$ cat config.mk
export PLATFORM = sky130hd
export DESIGN_NAME = spi_burst_seq
export DESIGN_NICKNAME = d
export VERILOG_FILES = /design/src/rtl/spi_burst_seq.sv
export SDC_FILE = /design/constraint.sdc
export NUM_CORES = 1
export LEC_CHECK = 0
export ABC_AREA = 1
export CAP_MARGIN = 20
export CORE_MARGIN = 4
export CORE_UTILIZATION = 45
export CTS_CLUSTER_DIAMETER = 50
export DETAILED_ROUTE_END_ITERATION = 8
export GPL_ROUTABILITY_DRIVEN = 1
export PLACE_DENSITY_LB_ADDON = 0.2
export SKIP_CTS_REPAIR_TIMING = 1
export SLEW_MARGIN = 20
export SYNTH_ARGS = -nofsm -noshare
export SYNTH_HDL_FRONTEND = slang
export SYNTH_SLANG_ARGS = --single-unit
$ cat constraint.sdc
create_clock -name clk -period 2.3 [get_ports clk]
set_input_delay 0.46 -clock clk [delete_from_list [all_inputs] [get_ports clk]]
set_output_delay 0.46 -clock clk [all_outputs]
set_load 0.01 [all_outputs]
$ cat src/rtl/spi_burst_seq.sv
`default_nettype none
// ============================================================================
// Module  : spi_burst_seq
// Purpose : Runs multi-byte full-duplex SPI bursts on the SPI register port
//           from a local byte buffer. RX bytes overwrite their TX slots.
//           Optional macro SPI_SEQ_HOLD_CS_EN adds hold_cs (skip deselect).
// Revision: 1.0 - initial release
// ============================================================================
module spi_burst_seq #(
  parameter int DEPTH       = 16,
  parameter int AW          = 4,
  parameter int ACK_TIMEOUT = 15
) (
  input  logic          clk,
  input  logic          reset_n,
  input  logic          start,
  input  logic [AW:0]   len,
  input  logic [2:0]    cs_sel,
  input  logic [2:0]    clk_div,
`ifdef SPI_SEQ_HOLD_CS_EN
  input  logic          hold_cs,
`endif
  output logic          busy,
  output logic          done,
  output logic          error,
  input  logic          buf_we,
  input  logic [AW-1:0] buf_waddr,
  input  logic [7:0]    buf_wdata,
  input  logic [AW-1:0] buf_raddr,
  output logic [7:0]    buf_rdata,
  output logic [7:0]    m_addr,
  output logic [15:0]   m_data_write,
  input  logic [15:0]   m_data_read,
  output logic          m_uds,
  output logic          m_lds,
  output logic          m_rw,
  input  logic          m_ack
);

  localparam logic [AW:0] c_DEPTH   = (AW+1)'(DEPTH);
  localparam logic [AW:0] c_ONE     = (AW+1)'(1);
  localparam logic [7:0]  c_TIMEOUT = 8'(ACK_TIMEOUT);

  typedef enum logic [2:0] {
    S_IDLE, S_CFG, S_TX, S_POLL, S_RX, S_DESEL, S_DONE, S_WAIT
  } state_t;

  state_t        r_state, r_pend;
  logic [AW:0]   r_len;
  logic [AW-1:0] r_idx;
  logic [2:0]    r_cs, r_div;
  logic [7:0]    r_cnt;
  logic          r_hold, r_busy, r_done, r_error;
  logic          r_uds, r_lds, r_rw;
  logic [15:0]   r_wdata;
  logic [7:0]    r_rdata;
  logic [7:0]    r_mem [DEPTH];

  logic [AW:0]   w_idx_next;
  logic          w_last, w_rx_we, w_hold_in, w_unused_bits;

  assign w_idx_next    = {1'b0, r_idx} + c_ONE;
  assign w_last        = (w_idx_next == r_len);
  assign w_rx_we       = reset_n && (r_state == S_WAIT) && (r_pend == S_RX) && m_ack;
  assign w_unused_bits = ^m_data_read[7:1];
`ifdef SPI_SEQ_HOLD_CS_EN
  assign w_hold_in = hold_cs;
`else
  assign w_hold_in = 1'b0;
`endif

  assign busy         = r_busy;
  assign done         = r_done;
  assign error        = r_error;
  assign buf_rdata    = r_rdata;
  assign m_addr       = 8'h00;
  assign m_data_write = r_wdata;
  assign m_uds        = r_uds;
  assign m_lds        = r_lds;
  assign m_rw         = r_rw;

  // Buffer storage is deliberately not reset; the client owns it while idle
  always_ff @(posedge clk) begin
    if (w_rx_we)
      r_mem[r_idx] <= m_data_read[15:8];
    else if (reset_n && buf_we && !r_busy)
      r_mem[buf_waddr] <= buf_wdata;
  end

  always_ff @(posedge clk) begin
    if (!reset_n) r_rdata <= '0;
    else          r_rdata <= r_mem[buf_raddr];
  end

  always_ff @(posedge clk) begin
    if (!reset_n) begin
      r_state <= S_IDLE;
      r_pend  <= S_IDLE;
      r_len   <= '0;
      r_idx   <= '0;
      r_cs    <= '0;
      r_div   <= '0;
      r_cnt   <= '0;
      r_hold  <= 1'b0;
      r_busy  <= 1'b0;
      r_done  <= 1'b0;
      r_error <= 1'b0;
      r_uds   <= 1'b0;
      r_lds   <= 1'b0;
      r_rw    <= 1'b1;
      r_wdata <= '0;
    end else begin
      r_done <= 1'b0;
      r_uds  <= 1'b0;
      r_lds  <= 1'b0;
      case (r_state)
        S_IDLE: if (start) begin
          r_len   <= (len > c_DEPTH) ? c_DEPTH : len;
          r_cs    <= cs_sel;
          r_div   <= clk_div;
          r_hold  <= w_hold_in;
          r_idx   <= '0;
          r_error <= 1'b0;
          if (len == '0) begin
            r_done  <= 1'b1;
            r_state <= S_DONE;
          end else begin
            r_busy  <= 1'b1;
            r_state <= S_CFG;
          end
        end
        S_CFG: begin
          r_lds   <= 1'b1;
          r_rw    <= 1'b0;
          r_wdata <= {9'b0, r_cs, r_div, 1'b0};
          r_pend  <= S_CFG;
          r_cnt   <= '0;
          r_state <= S_WAIT;
        end
        S_TX: begin
          r_uds   <= 1'b1;
          r_rw    <= 1'b0;
          r_wdata <= {r_mem[r_idx], 8'h00};
          r_pend  <= S_TX;
          r_cnt   <= '0;
          r_state <= S_WAIT;
        end
        S_POLL: begin
          r_lds   <= 1'b1;
          r_rw    <= 1'b1;
          r_pend  <= S_POLL;
          r_cnt   <= '0;
          r_state <= S_WAIT;
        end
        S_RX: begin
          r_uds   <= 1'b1;
          r_rw    <= 1'b1;
          r_pend  <= S_RX;
          r_cnt   <= '0;
          r_state <= S_WAIT;
        end
        S_DESEL: begin
          r_lds   <= 1'b1;
          r_rw    <= 1'b0;
          r_wdata <= {9'b0, 3'b000, r_div, 1'b0};
          r_pend  <= S_DESEL;
          r_cnt   <= '0;
          r_state <= S_WAIT;
        end
        S_WAIT: begin
          if (m_ack) begin
            case (r_pend)
              S_CFG:  r_state <= S_TX;
              S_TX:   r_state <= S_POLL;
              S_POLL: r_state <= m_data_read[0] ? S_POLL : S_RX;
              S_RX: begin
                r_idx <= w_idx_next[AW-1:0];
                if (!w_last) begin
                  r_state <= S_TX;
                end else if (r_hold) begin
                  r_busy  <= 1'b0;
                  r_done  <= 1'b1;
                  r_state <= S_DONE;
                end else begin
                  r_state <= S_DESEL;
                end
              end
              S_DESEL: begin
                r_busy  <= 1'b0;
                r_done  <= 1'b1;
                r_state <= S_DONE;
              end
              default: r_state <= S_IDLE;
            endcase
          end else if (r_cnt == c_TIMEOUT) begin
            // Abandon the burst; chip select is intentionally left as-is
            r_error <= 1'b1;
            r_busy  <= 1'b0;
            r_done  <= 1'b1;
            r_state <= S_DONE;
          end else begin
            r_cnt <= r_cnt + 8'd1;
          end
        end
        S_DONE: begin
          r_rw    <= 1'b1;
          r_state <= S_IDLE;
        end
        default: r_state <= S_IDLE;
      endcase
    end
  end

endmodule
`default_nettype wire
### After elaboration in Yosys (flattened, before gate mapping)

Memory sizes are Yosys's and may differ from the RTL's. A register that Yosys moved wholly into a read port is not among the register bits.
Cells that the tools add are included.

| cells by class | value |
|---|---|
| add/sub/neg operators | 2 |
| magnitude comparators | 1 |
| equal/unequal tests | 25 |
| reductions and logical operators | 26 |
| multiplexer cells | 47 |

Operator list:

| cell | count |
|---|---|
| case mux 16 bit (3 select lines) | 1 |
| case mux 3 bit (5 select lines) | 2 |
| two-way mux 4 bit | 6 |
| two-way mux 8 bit | 3 |
| two-way mux 1 bit | 21 |
| == test 3 bit, second input constant | 6 |
| two-way mux 3 bit | 6 |
| case mux 8 bit (2 select lines) | 1 |
| == test 3 x 2 -> 1 bit, second input constant | 4 |
| case mux 3 bit (4 select lines) | 1 |
| inequality test 2 bit, second input constant | 5 |
| OR reduction 3 bit | 3 |
| adder 8 x 1 -> 8 bit, second input constant | 1 |
| == test 8 x 4 -> 1 bit, second input constant | 1 |
| case mux 1 bit (2 select lines) | 4 |
| case mux 4 bit (2 select lines) | 1 |
| AND reduction 4 bit | 2 |
| OR reduction 8 bit | 1 |
| AND reduction 7 bit | 1 |
| == test 3 x 1 -> 1 bit, second input constant | 2 |
| nonzero test 2 bit | 3 |
| adder 4 x 1 -> 5 bit, second input constant | 1 |
| == test 5 bit | 1 |
| > comparator 5 bit, second input constant | 1 |
| 16 further kinds | 23 |

| storage, ports and cells | value |
|---|---|
| RAM bits | 128 |
| output and inout bits | 38 |
| bits of input ports | 48 |
| flip-flop bits (word level) | 51 |
| memories | 1 |

Memory list:

| name | words | bits a word | read ports | clocked after memory_dff | wr ports | line | RTL |
|---|---|---|---|---|---|---|---|
| r_mem | 16 | 8 | 2 | 2 | 1 | 57 | `logic [7:0] r_mem [DEPTH];` |

### Longest topological paths before layout

| logic depth | value |
|---|---|
| depth in word-level cells | 8 |
| depth in mapped cells | 14 |

### Worst setup path before layout

Ideal clock, no wire load.

| timing | value |
|---|---|
| kind | input to register |
| from | in reset_n |
| to | mem r_mem[12][0], enable pin |
| cell stages on the path | 7 |
| slack | 0.159 ns |
| arrival time | 1.770 ns |
| setup time | 0.370 ns |
| required time | 1.930 ns |
| cell sequence | buf_2 -> nand2_1 -> nor2_1 -> nand2_4 -> o21ai_0 -> nand3_1 -> nor2_1 |

| on the way | value |
|---|---|
| longest elaborated chain between the ends | 7 |
| elaborated cells between the ends (all ways) | 13 |
| classes of those cells | mux: 7; reduce/logical: 6 |

Ends and longest elaborated chain:

| what | line | RTL |
|---|---|---|
| from (decl) | 15 | `input logic reset_n,` |
| logical AND 1 bit, on equally long branches (2 in a row) | 86, 64 |  |
| two-way mux 1 bit / logical AND 1 bit (equally long branches) | 86, 64 |  |
| two-way mux 1 bit | 84 | `if (w_rx_we)` |
| two-way mux 1 bit (implied by the code) | 87 | `r_mem[buf_waddr] <= buf_wdata;` |
| OR reduction 8 bit (no source line) | n/a |  |
| two-way mux 4 bit (no source line) / two-way mux 1 bit (equally long branches) | n/a |  |
| to (decl) | 57 |  |

Parallel ways exist; a longest one is shown, timed or not.

### Worst setup path after layout

| timing | value |
|---|---|
| from | reg r_pend[2] |
| to | mem r_mem[5][5], enable pin |

| on the way | value |
|---|---|
| longest elaborated chain between the ends | 7 |
| elaborated cells between the ends (all ways) | 10 |
| classes of those cells | eq/ne: 1; mux: 6; reduce/logical: 3 |

Ends and longest elaborated chain:

| what | line | RTL |
|---|---|---|
| from (decl) | 48 | `state_t r_state, r_pend;` |
| from (signal assigned) | 98 | `r_pend <= S_IDLE;` |
| from (signal assigned) | 136 | `r_pend <= S_CFG;` |
| from (signal assigned) | 144 | `r_pend <= S_TX;` |
| == test 3 bit (*) | 64 | `assign w_rx_we = reset_n && (r_state == S_WAIT) && (r_pend == S_RX) && m_ack;` |
| logical AND 1 bit (*) (2 in a row) | 64 |  |
| two-way mux 1 bit | 84 |  |
| two-way mux 1 bit (implied by the code) | 87 |  |
| OR reduction 8 bit (no source line) | n/a |  |
| two-way mux 4 bit (no source line) / two-way mux 1 bit (equally long branches) | n/a |  |

Every way passes the cells marked *; elsewhere a longest branch is shown, timed or not.

==> results.sh <==
export IMPL_final_nets=1128
export IMPL_yosysSeqAreaShare=0.5564
export IMPL_die_area_mm2=0.02257
export IMPL_r2r_setup_slack_ps=160
export IMPL_h_tree_depth=4
export IMPL_peakVddDrop_v=0.0006783
export IMPL_cts_buffers=17
export IMPL_drv_cap=0
export IMPL_r2r_end="r_mem[5][5]"
export IMPL_slew_viol_final=0
export IMPL_cp_max_fo=12
export IMPL_grt_use_total=0.2276
export IMPL_antenna_found_initial=0
export IMPL_firstDrtPassIters=5
export IMPL_reg2reg_from="r_pend[2]"
export IMPL_powerDensity_mw_per_mm2=818.1
export IMPL_ys_ff_latch=189
export IMPL_syn_instance_count=1003
export IMPL_worstSetupPathType="reg -> reg"
export IMPL_mostFrequentLayoutCell="nand2_1"
export IMPL_drive_gt1_frac=0.1011
export IMPL_path_clk_slew_ps=60
export IMPL_critPathTopFamily="simple AND/OR/NAND/NOR gates"
export IMPL_required_ps=2430
export IMPL_diodes=0
export IMPL_vias=7510
export IMPL_setup_viol=0
export IMPL_dp_hpwl_mm=17.33
export IMPL_rows=51
export IMPL_die_w_um=150.2
export IMPL_critPathBufInv=4
export IMPL_cts_buffer_depth=2
export IMPL_grt_pass1_vias=6848
export IMPL_outcome="finished, final reports clean"
export IMPL_min_to="m_data_write[4]"
export IMPL_worstRegToRegCells=12
export IMPL_finalCritPeriodShare=0.9292
export IMPL_finClkSkew_ps=8.041
export IMPL_grt_max_degree=76
export IMPL_fmax_mhz=467.9
export IMPL_postSynthAreaPerCell_um2=9.075
export IMPL_grt_pass1_wl_mm=38.73
export IMPL_worstSetupStartpointType="register"
export IMPL_wire_per_inst_um=18.38
export IMPL_synth_cell_types=46
export IMPL_crit_chain="inv_1 -> nor2_2 -> inv_2 -> nor2_4 -> nand3_2 -> nand2_4 -> buf_4 -> nand2_1 -> o21ai_2 -> nand2_2 -> nor2_1 -> buf_4"
export IMPL_start_util=0.4631
export IMPL_slowest_delay_ps=340
export IMPL_dpl_instance_area_mm2=0.01020
export IMPL_place_gp_congestion=0.8476
export IMPL_p_total_mw=8.812
export IMPL_numClockSinks=189
export IMPL_cts_tree="yes"
export IMPL_port_buffers=68
export IMPL_worst_pin_slew_ps=721.6
export IMPL_rsz0062_at_grt="no"
export IMPL_core_mm2=0.01965
export IMPL_crit_path_frequent_cell="buf_4"
export IMPL_min_period_ps=2137
export IMPL_overflow=0
export IMPL_hold_viol_final=0
export IMPL_drt_initial_drc_count=720
export IMPL_hold_depth=2
export IMPL_cpMaxStageDelayCell="dfxtp_1"
export IMPL_cts_root_buf="clkbuf_16"
export IMPL_crit_arrival_ps=2270
export IMPL_hp_class="reg -> reg"
export IMPL_area_growth_pct=18.34
export IMPL_final_cell_mix="nand2_1 (136), edfxtp_1 (128), a21oi_1 (127)"
export IMPL_fin_area_mm2=0.01077
export IMPL_drc_errors=0
export IMPL_n_fill_cell=1778
export IMPL_ant_nets=0
export IMPL_drt_total_wl_mm=24.87
export IMPL_io_pins=86
export IMPL_yosys_warnings=0
export IMPL_die_y_um=150.2
export IMPL_synthesis_area_mm2=0.009102
export IMPL_critPathCaptureType="register"
export IMPL_clock_latency_ps=430
export IMPL_p_leak_nw=3.905
export IMPL_viasPerCell=5.551
export IMPL_min_from="m_data_write[4]"
export IMPL_maxSlewHeadroom=0.5184
through the flow:
step / TNS [ps] / setup WS, ps / utilization / std cells / hold slack [ps]
floorplan: 0 / 159.2 / - / 1012 / 439.2
global placement: -22090 / -240.9 / 0.5190 / 1321 / 448.2
detailed placement: -24780 / -245.3 / 0.5190 / 1321 / 452.5
CTS: 0 / 172.9 / 0.5481 / 1353 / 461.2
global route: 0 / 7.332 / 0.5481 / 1353 / 475.5
finish: 0 / 162.7 / 0.5481 / 1353 / 464.6
cells by family after synthesis:
kind of cell	share of synthesized area
AOI/OAI and AO/OA	0.1935
xor gates and xnor gates	0.002887
adders and majority gates	0.006873
buffers and inverters	0.07656
DFF	0.5564
muxes	0.009897
other	0.0004120
and+or+nand+nor	0.1534
report_power, final:
group	internal, mW	switching, mW
Clock	1.60	1.24
Sequential	3.87	0.140
Combinational	0.680	1.28
Yosys cell counts (all sizes together):
cell     count  share of area
nand3       79          0.044
o21ai      130          0.074
a2111oi      1        0.00096
clkinv       1        0.00041
mux2         8         0.0099
edfxtp     128           0.42
ha           5         0.0069
nor2        77          0.037
buf         36          0.023
nand2      143          0.062
a32oi        1        0.00096
a31oi        3         0.0021
dfxtp       61           0.13
a211oi       3         0.0025
o22ai        2         0.0014
xnor2        1        0.00096
a22oi        2         0.0016
xor2         2         0.0019
clkbuf      30          0.013
conb         1        0.00041
nand4        6         0.0041
o211a        1         0.0011
nor3b        1         0.0014
and3         1        0.00069
inv         99          0.041
o211ai      47          0.039
or2          1        0.00069
a21oi      127          0.070
nor3         5         0.0033
o21a         1        0.00083
how the worst max path moves through the flow:
stage	depth (start not counted)	slack, ps	start	to
after detailed placement	8	-250	reset_n	r_mem[4][5]
after CTS	12	170	r_pend[2]	r_mem[5][5]
after global placement	8	-240	reset_n	r_mem[4][5]
after global routing	12	7	r_pend[2]	r_mem[11][0]
after floorplan	7	160	reset_n	r_mem[12][0]
final	12	160	r_pend[2]	r_mem[5][5]
metal layers:
| layer | GRT usage | wire (µm) | part of all wire | vias up |
|---|---|---|---|---|
| met5 | 0 | 0 | 0 | - |
| met4 | 0.08692 | 671 | 0.027 | 0 |
| met3 | 0.05268 | 2257 | 0.091 | 44 |
| met2 | 0.3267 | 10760 | 0.43 | 349 |
| met1 | 0.3349 | 11190 | 0.45 | 3481 |
| li1 | - | - | - | 3636 |
flip-flops by register name (all words and copies together) (netlist names), 3 cells and up, named ones only:
signal / flops
r_pend: 3
r_cnt: 8
r_len: 5
r_mem: 128
r_cs: 3
r_div: 3
r_idx: 4
r_state: 3
buf_rdata: 8
m_data_write: 14
layout make-up:
type	count	area (µm²)	share of cell area
Sequential cell	189	5067	0.4704
Multi-Input combinational cell	657	3374	0.3133
Timing Repair Buffer	110	1049	0.09734
Clock buffer	19	432.9	0.04019
Inverter	100	377.9	0.03508
Tap cell	265	331.6	0.03078
Clock inverter	13	138.9	0.01289
worst reg2reg max path: stages (launching register included):
cell	delay [ps]
dfxtp_1	340
inv_1	80
nor2_2	130
inv_2	80
nor2_4	120
nand3_2	120
nand2_4	100
buf_4	200
nand2_1	90
o21ai_2	110
nand2_2	120
nor2_1	130
buf_4	220
Note: power is estimated with default switching activity, not from simulation.
